$ cat src/rtl/multdiv_issue_ctrl_pkg.sv
// Processor-wide constants shared by the mult/div issue controller.
// Holds the opcode fields, the exception rewrite values and the controller state encoding.
package multdiv_issue_ctrl_pkg;

    localparam logic [4:0]  OPC_RTYPE     = 5'd0;
    localparam logic [4:0]  ALU_MULT      = 5'd6;
    localparam logic [4:0]  ALU_DIV       = 5'd7;

    localparam logic [31:0] SETX_MULT_EXC = 32'hA800_0004;
    localparam logic [31:0] SETX_DIV_EXC  = 32'hA800_0005;
    localparam logic [31:0] STATUS_MULT   = 32'd4;
    localparam logic [31:0] STATUS_DIV    = 32'd5;

    typedef enum logic [1:0] {
        ST_IDLE = 2'd0,
        ST_BUSY = 2'd1,
        ST_DONE = 2'd2
    } md_state_e;

    function automatic logic is_md_instr(input logic [31:0] instr);
        return (instr[31:27] == OPC_RTYPE) &&
               ((instr[6:2] == ALU_MULT) || (instr[6:2] == ALU_DIV));
    endfunction

endpackage

$ cat src/rtl/multdiv_issue_ctrl_watchdog.sv
// Cycle counter that flags a mult/div unit which has run for MAX_CYCLES without reporting ready.
// Clear has priority over enable; the owner stops enabling it once the operation ends.
module md_watchdog #(
    parameter int MAX_CYCLES = 40,
    parameter int CNT_W      = 6
) (
    input  logic clock,
    input  logic reset,
    input  logic clear,
    input  logic enable,
    output logic expired
);

    localparam logic [CNT_W-1:0] MAX_CNT = CNT_W'(MAX_CYCLES);

    logic [CNT_W-1:0] cnt_q;
    logic [CNT_W-1:0] cnt_d;

    always_comb begin
        cnt_d = cnt_q;
        if (clear) begin
            cnt_d = '0;
        end else if (enable) begin
            cnt_d = cnt_q + CNT_W'(1);
        end
    end

    always_ff @(posedge clock) begin
        if (reset) begin
            cnt_q <= '0;
        end else begin
            cnt_q <= cnt_d;
        end
    end

    assign expired = (cnt_q == MAX_CNT);

endmodule

$ cat src/rtl/multdiv_issue_ctrl.sv
// Execute-stage sequencer for the multicycle mult/div unit: start pulse, pipeline stall,
// operand latching, one-cycle result hand-off to X/M, exception rewrite and watchdog abort.
module multdiv_issue_ctrl
    import multdiv_issue_ctrl_pkg::*;
#(
    parameter int MAX_CYCLES = 40,
    parameter int CNT_W      = 6
) (
    input  logic        clock,
    input  logic        reset,
    input  logic [31:0] instr_x,
    input  logic [31:0] a_x,
    input  logic [31:0] b_x,
    input  logic        flush,
    input  logic        md_ready,
    input  logic        md_exception,
    input  logic [31:0] md_result,
    output logic [31:0] md_a,
    output logic [31:0] md_b,
    output logic        ctrl_mult,
    output logic        ctrl_div,
    output logic        stall,
    output logic        res_valid,
    output logic [31:0] result,
    output logic [31:0] instr_out,
    output logic        timeout,
    output md_state_e   state_dbg
);

    // Handshake: ctrl_mult/ctrl_div are single-cycle starts with no back-pressure; md_ready
    // (with md_exception/md_result) is honoured only while BUSY; res_valid is a one-cycle
    // strobe that X/M must capture, since the stall has already dropped in that cycle.

    md_state_e   state_q, state_d;
    logic [31:0] md_a_q, md_a_d;
    logic [31:0] md_b_q, md_b_d;
    logic [31:0] instr_q, instr_d;
    logic        is_mult_q, is_mult_d;
    logic [31:0] result_q, result_d;
    logic [31:0] instr_out_q, instr_out_d;
    logic        timeout_q, timeout_d;

    logic        start;
    logic        start_mult;
    logic        wd_clear;
    logic        wd_enable;
    logic        wd_expired;

    md_watchdog #(
        .MAX_CYCLES (MAX_CYCLES),
        .CNT_W      (CNT_W)
    ) u_watchdog (
        .clock   (clock),
        .reset   (reset),
        .clear   (wd_clear),
        .enable  (wd_enable),
        .expired (wd_expired)
    );

    assign start_mult = (instr_x[6:2] == ALU_MULT);

    always_comb begin
        state_d     = state_q;
        md_a_d      = md_a_q;
        md_b_d      = md_b_q;
        instr_d     = instr_q;
        is_mult_d   = is_mult_q;
        result_d    = result_q;
        instr_out_d = instr_out_q;
        timeout_d   = timeout_q;
        start       = 1'b0;
        wd_clear    = 1'b0;
        wd_enable   = 1'b0;

        case (state_q)
            ST_IDLE: begin
                if (is_md_instr(instr_x) && !flush) begin
                    start     = 1'b1;
                    wd_clear  = 1'b1;
                    md_a_d    = a_x;
                    md_b_d    = b_x;
                    instr_d   = instr_x;
                    is_mult_d = start_mult;
                    state_d   = ST_BUSY;
                end
            end
            ST_BUSY: begin
                wd_enable = 1'b1;
                if (flush) begin
                    state_d = ST_IDLE;
                end else if (md_ready && !md_exception) begin
                    result_d    = md_result;
                    instr_out_d = instr_q;
                    state_d     = ST_DONE;
                end else if (md_ready || wd_expired) begin
                    // A hung unit is reported to software exactly like a unit exception.
                    result_d    = is_mult_q ? STATUS_MULT   : STATUS_DIV;
                    instr_out_d = is_mult_q ? SETX_MULT_EXC : SETX_DIV_EXC;
                    timeout_d   = timeout_q | (!md_ready && wd_expired);
                    state_d     = ST_DONE;
                end
            end
            ST_DONE: begin
                state_d = ST_IDLE;
            end
            default: begin
                state_d = ST_IDLE;
            end
        endcase
    end

    always_ff @(posedge clock) begin
        if (reset) begin
            state_q     <= ST_IDLE;
            md_a_q      <= '0;
            md_b_q      <= '0;
            instr_q     <= '0;
            is_mult_q   <= 1'b0;
            result_q    <= '0;
            instr_out_q <= '0;
            timeout_q   <= 1'b0;
        end else begin
            state_q     <= state_d;
            md_a_q      <= md_a_d;
            md_b_q      <= md_b_d;
            instr_q     <= instr_d;
            is_mult_q   <= is_mult_d;
            result_q    <= result_d;
            instr_out_q <= instr_out_d;
            timeout_q   <= timeout_d;
        end
    end

    assign ctrl_mult = start && start_mult;
    assign ctrl_div  = start && !start_mult;
    assign stall     = start || (state_q == ST_BUSY);
    assign res_valid = (state_q == ST_DONE);
    assign md_a      = md_a_q;
    assign md_b      = md_b_q;
    assign result    = result_q;
    assign instr_out = instr_out_q;
    assign timeout   = timeout_q;
    assign state_dbg = state_q;

endmodule
$ cat config.mk
export PLATFORM = sky130hd
export DESIGN_NAME = multdiv_issue_ctrl
export DESIGN_NICKNAME = d
export VERILOG_FILES = /design/src/rtl/multdiv_issue_ctrl_pkg.sv /design/src/rtl/multdiv_issue_ctrl_watchdog.sv /design/src/rtl/multdiv_issue_ctrl.sv
export SDC_FILE = /design/constraint.sdc
export NUM_CORES = 1
export LEC_CHECK = 0
export CAP_MARGIN = 20
export CORE_ASPECT_RATIO = 0.7
export CORE_MARGIN = 5
export CORE_UTILIZATION = 35
export CTS_CLUSTER_DIAMETER = 120
export CTS_CLUSTER_SIZE = 25
export DETAILED_ROUTE_END_ITERATION = 10
export PLACE_DENSITY = 0.64
export RECOVER_POWER = 25
export SLEW_MARGIN = 20
export SYNTH_ARGS = -nofsm -noshare
export SYNTH_HDL_FRONTEND = slang
export SYNTH_SLANG_ARGS = --single-unit
$ cat constraint.sdc
create_clock -name clock -period 5.2 [get_ports clock]
set_input_delay 1.04 -clock clock [delete_from_list [all_inputs] [get_ports clock]]
set_output_delay 1.04 -clock clock [all_outputs]
set_load 0.01 [all_outputs]
==> metrics.md <==
| Metric | Value |
|---|---|
| Status | `finished, violations left` |
| Failing checks | `capacitance limit, slew limit` |
| Final Wtd Congestion | `0.765` |
| Footprint of the multi-input gates | `3220 um2` |
| Worst Hold Class | `flip-flop to flip-flop` |
| Final Max Tran Viols | `16` |
| N_diodes | `0` |
| WL final | `23900 um` |
| Port Buffer Count | `267` |
| Largest net degree at the start of global routing | `89` |
| Clk sink count | `170` |
| Post-Syn Area | `7080 um2` |
| Fillers | `1829` |
| GRT Total Usage | `0.199` |
| Die Ht | `129 um` |
| Layout cells sized above 1 | `0.0764` |
| Initial antenna violation count | `0` |
| Min Tclk post-route | `4.27 ns` |
| H-tree levels | `4` |
| Core area | `19900 um2` |
| Worst-path maximum fanout | `28` |
| Post-CTS Setup Bufs | `0` |
| Area Overhead vs Synth | `47.4%` |
| Syn avg cell area | `9.15 um2` |
| Arrival time of the worst setup path | `3.23 ns` |
| CTS clk-pin slew, worst paths | `0.07 ns` |
| Unique masters post-synth | `48` |
| Yosys warnings | `0` |
| Max-cap viol count | `1` |
| Power Density | `269 nW/um2` |
| RSZ-0062 raised after global routing | `false` |
| Vias | `6805` |
| Wire per inst | `18.9 um` |
| Global route total overflow | `0` |
| Worst Skew | `0.0136 ns` |
| Post-cts gate resize count | `0` |
| Starting density of the core | `0.357` |
| FF/Latch Area | `3400 um2` |
| Syn nets | `909` |
| Hold_buf cts | `0` |
| Insertion delay to the later sink of the worst-skew pair | `0.43 ns` |
| CTS tree | `done` |
| Leak | `3.75 nW` |
| I/O Pins | `268` |
| First-pass GRT wire length | `37700 um` |
| Die width | `180 um` |
| Total iterations of the first detailed-routing run | `4` |
| Nets | `1117` |
| Worst EP required | `4.16 ns` |
| Post-route ant nets | `0` |
| Share of flip-flops with an asynchronous set or reset | `0` |
| CP Class | `input pin to output port` |
| Clock root buffer | `clkbuf_16` |
| # DRC | `0` |
| CP endpoint kind | `output port` |
| Via density per instance | `5.38` |
| FP Rows | `43` |
| Sequential share of the synthesized area | `0.481` |
| Final Hold Fails | `0` |
| Peak supply drop | `0.162 mV` |
| Critical R2R Launch | `u_watchdog.cnt_q[0]` |
| Mapped Cells | `774` |
| Hold Startpoint | `result[17]` |
| Top FF cell, synth | `dfxtp_1` |
| Longest Clk Path Bufs | `2` |
| Starting DRT DRC Count | `592` |
| Vias in the first global route | `6685` |
| Type of origin of the critical path | `input pin` |
| EDFF count, synth | `0` |
| R2R Setup Slk | `2.04 ns` |
| Endpoints failing setup | `0` |
| CTS buffer count | `17` |
| Max_slew headroom | `-0.149` |
| Post-layout util | `0.526` |
| Critical Path Source | `instr_x[27]` |
| Fmax | `234 MHz` |
| Setup TNS | `0 ns` |
| Worst-margin pin slew | `1.72 ns` |
| Synth Register Bits | `170` |
| DP HPWL | `15100 um` |
| Final period utilization | `0.821` |
| Full die area | `23200 um2` |
metal layers:
metal,global-route usage,share of wire,up-vias
met5,0,0,-
met4,0.0440,0.011,0
met3,0.0794,0.080,18
met2,0.299,0.45,203
met1,0.272,0.46,3277
li1,-,-,3307
layout by cell type, fill, tap and decap left out, types with 3 or more instances in the layout:
cell and instances:
clkbuf_16 17, dlygate4sd3_1 74, o31ai_2 10, clkdlybuf4s50_1 192
mux2i_1 37, dfxtp_1 170, inv_6 4, a21oi_1 90
inv_8 4, or3_1 3, nor2_1 5, o21ai_0 3
o21a_1 4, a31oi_1 3, buf_4 15, nand3b_1 4
nand4_1 86, o32ai_1 21, nand2_1 94, o31ai_1 78
o221a_2 5, inv_1 26, and2_1 7
area by class of cell:
class	instances	area share
Clock buffer	17	0.0408
Clock inverter	15	0.0168
Inverter	27	0.00971
Multi-Input combinational cell	485	0.309
Sequential cell	170	0.326
Tap cell	270	0.0324
Timing Repair Buffer	281	0.266
path summary, 6_finish.rpt:
path                                     end  cells after the start
worst max-delay path               ctrl_mult                      4
worst min-delay path              result[17]                      2
worst max register to register  instr_out[0]                      6
worst min register to register    result[17]                      2
sequential cells by signal, summed over array words and instances (netlist names):
name and cells:
instr_out 32, instr_q 32, is_mult_q 1, md_a 32
md_b 32, result 32, state_dbg 2, timeout 1
u_watchdog.cnt_q 6
critical path, cell delays in order:
cell and delay (ns):
clkdlybuf4s50_1 0.45, or4_4 0.71, nor4_2 0.36, clkdlybuf4s50_1 0.66
synth_stat cells (2+ instances only):
cell	count	share of area
a21oi_1	90	0.064
a221oi_1	2	0.0025
a31oi_1	3	0.0027
and2_1	7	0.0062
and4bb_2	2	0.0035
buf_1	8	0.0042
buf_2	24	0.017
buf_4	3	0.0032
buf_6	2	0.0032
clkbuf_1	55	0.029
dfxtp_1	170	0.48
ha_1	2	0.0035
inv_1	27	0.014
mux2i_1	37	0.052
nand2_1	94	0.050
nand3_1	2	0.0014
nand3b_1	4	0.0042
nand4_1	86	0.076
nor2_1	5	0.0027
nor4_4	2	0.0060
nor4bb_1	2	0.0028
o211ai_1	2	0.0021
o21a_1	4	0.0042
o21ai_0	3	0.0021
o221a_2	5	0.0079
o31ai_1	78	0.083
o31ai_2	10	0.018
o32ai_1	21	0.026
or3_1	3	0.0027
or3b_2	2	0.0025
or4_1	2	0.0021
through the flow:
step	cell area [um2]	cells	setup WS (ns)	hold WS (ns)	power [mW]
after CTS	10500	1265	0.919	0.460	2.83
after global routing	10400	1265	0.872	0.471	2.90
after global placement	9850	1233	0.962	0.443	1.54
final	10400	1265	0.929	0.455	2.80
after floorplan	7080	774	1.80	0.430	1.40
after detailed placement	9850	1233	0.918	0.447	1.53
kinds of logic after synthesis:
| group | count (synthesis) | share of synthesized area |
|---|---|---|
| buffers and inverters | 119 | 0.0710 |
| AO/OA/AOI/OAI | 221 | 0.215 |
| AND/OR/NAND/NOR | 223 | 0.175 |
| adder cells (fa/ha/maj) | 2 | 0.00353 |
| flip-flops | 170 | 0.481 |
| XOR/XNOR | 2 | 0.00247 |
| multiplexers | 37 | 0.0523 |
power breakdown:
group	switching, mW	internal, mW	total [mW]
combinational	0.103	0.100	0.204
clock	0.610	0.689	1.30
sequential	0.000291	1.30	1.30
total	0.713	2.09	2.80
No activity file was read; power rests on OpenSTA's default activity.
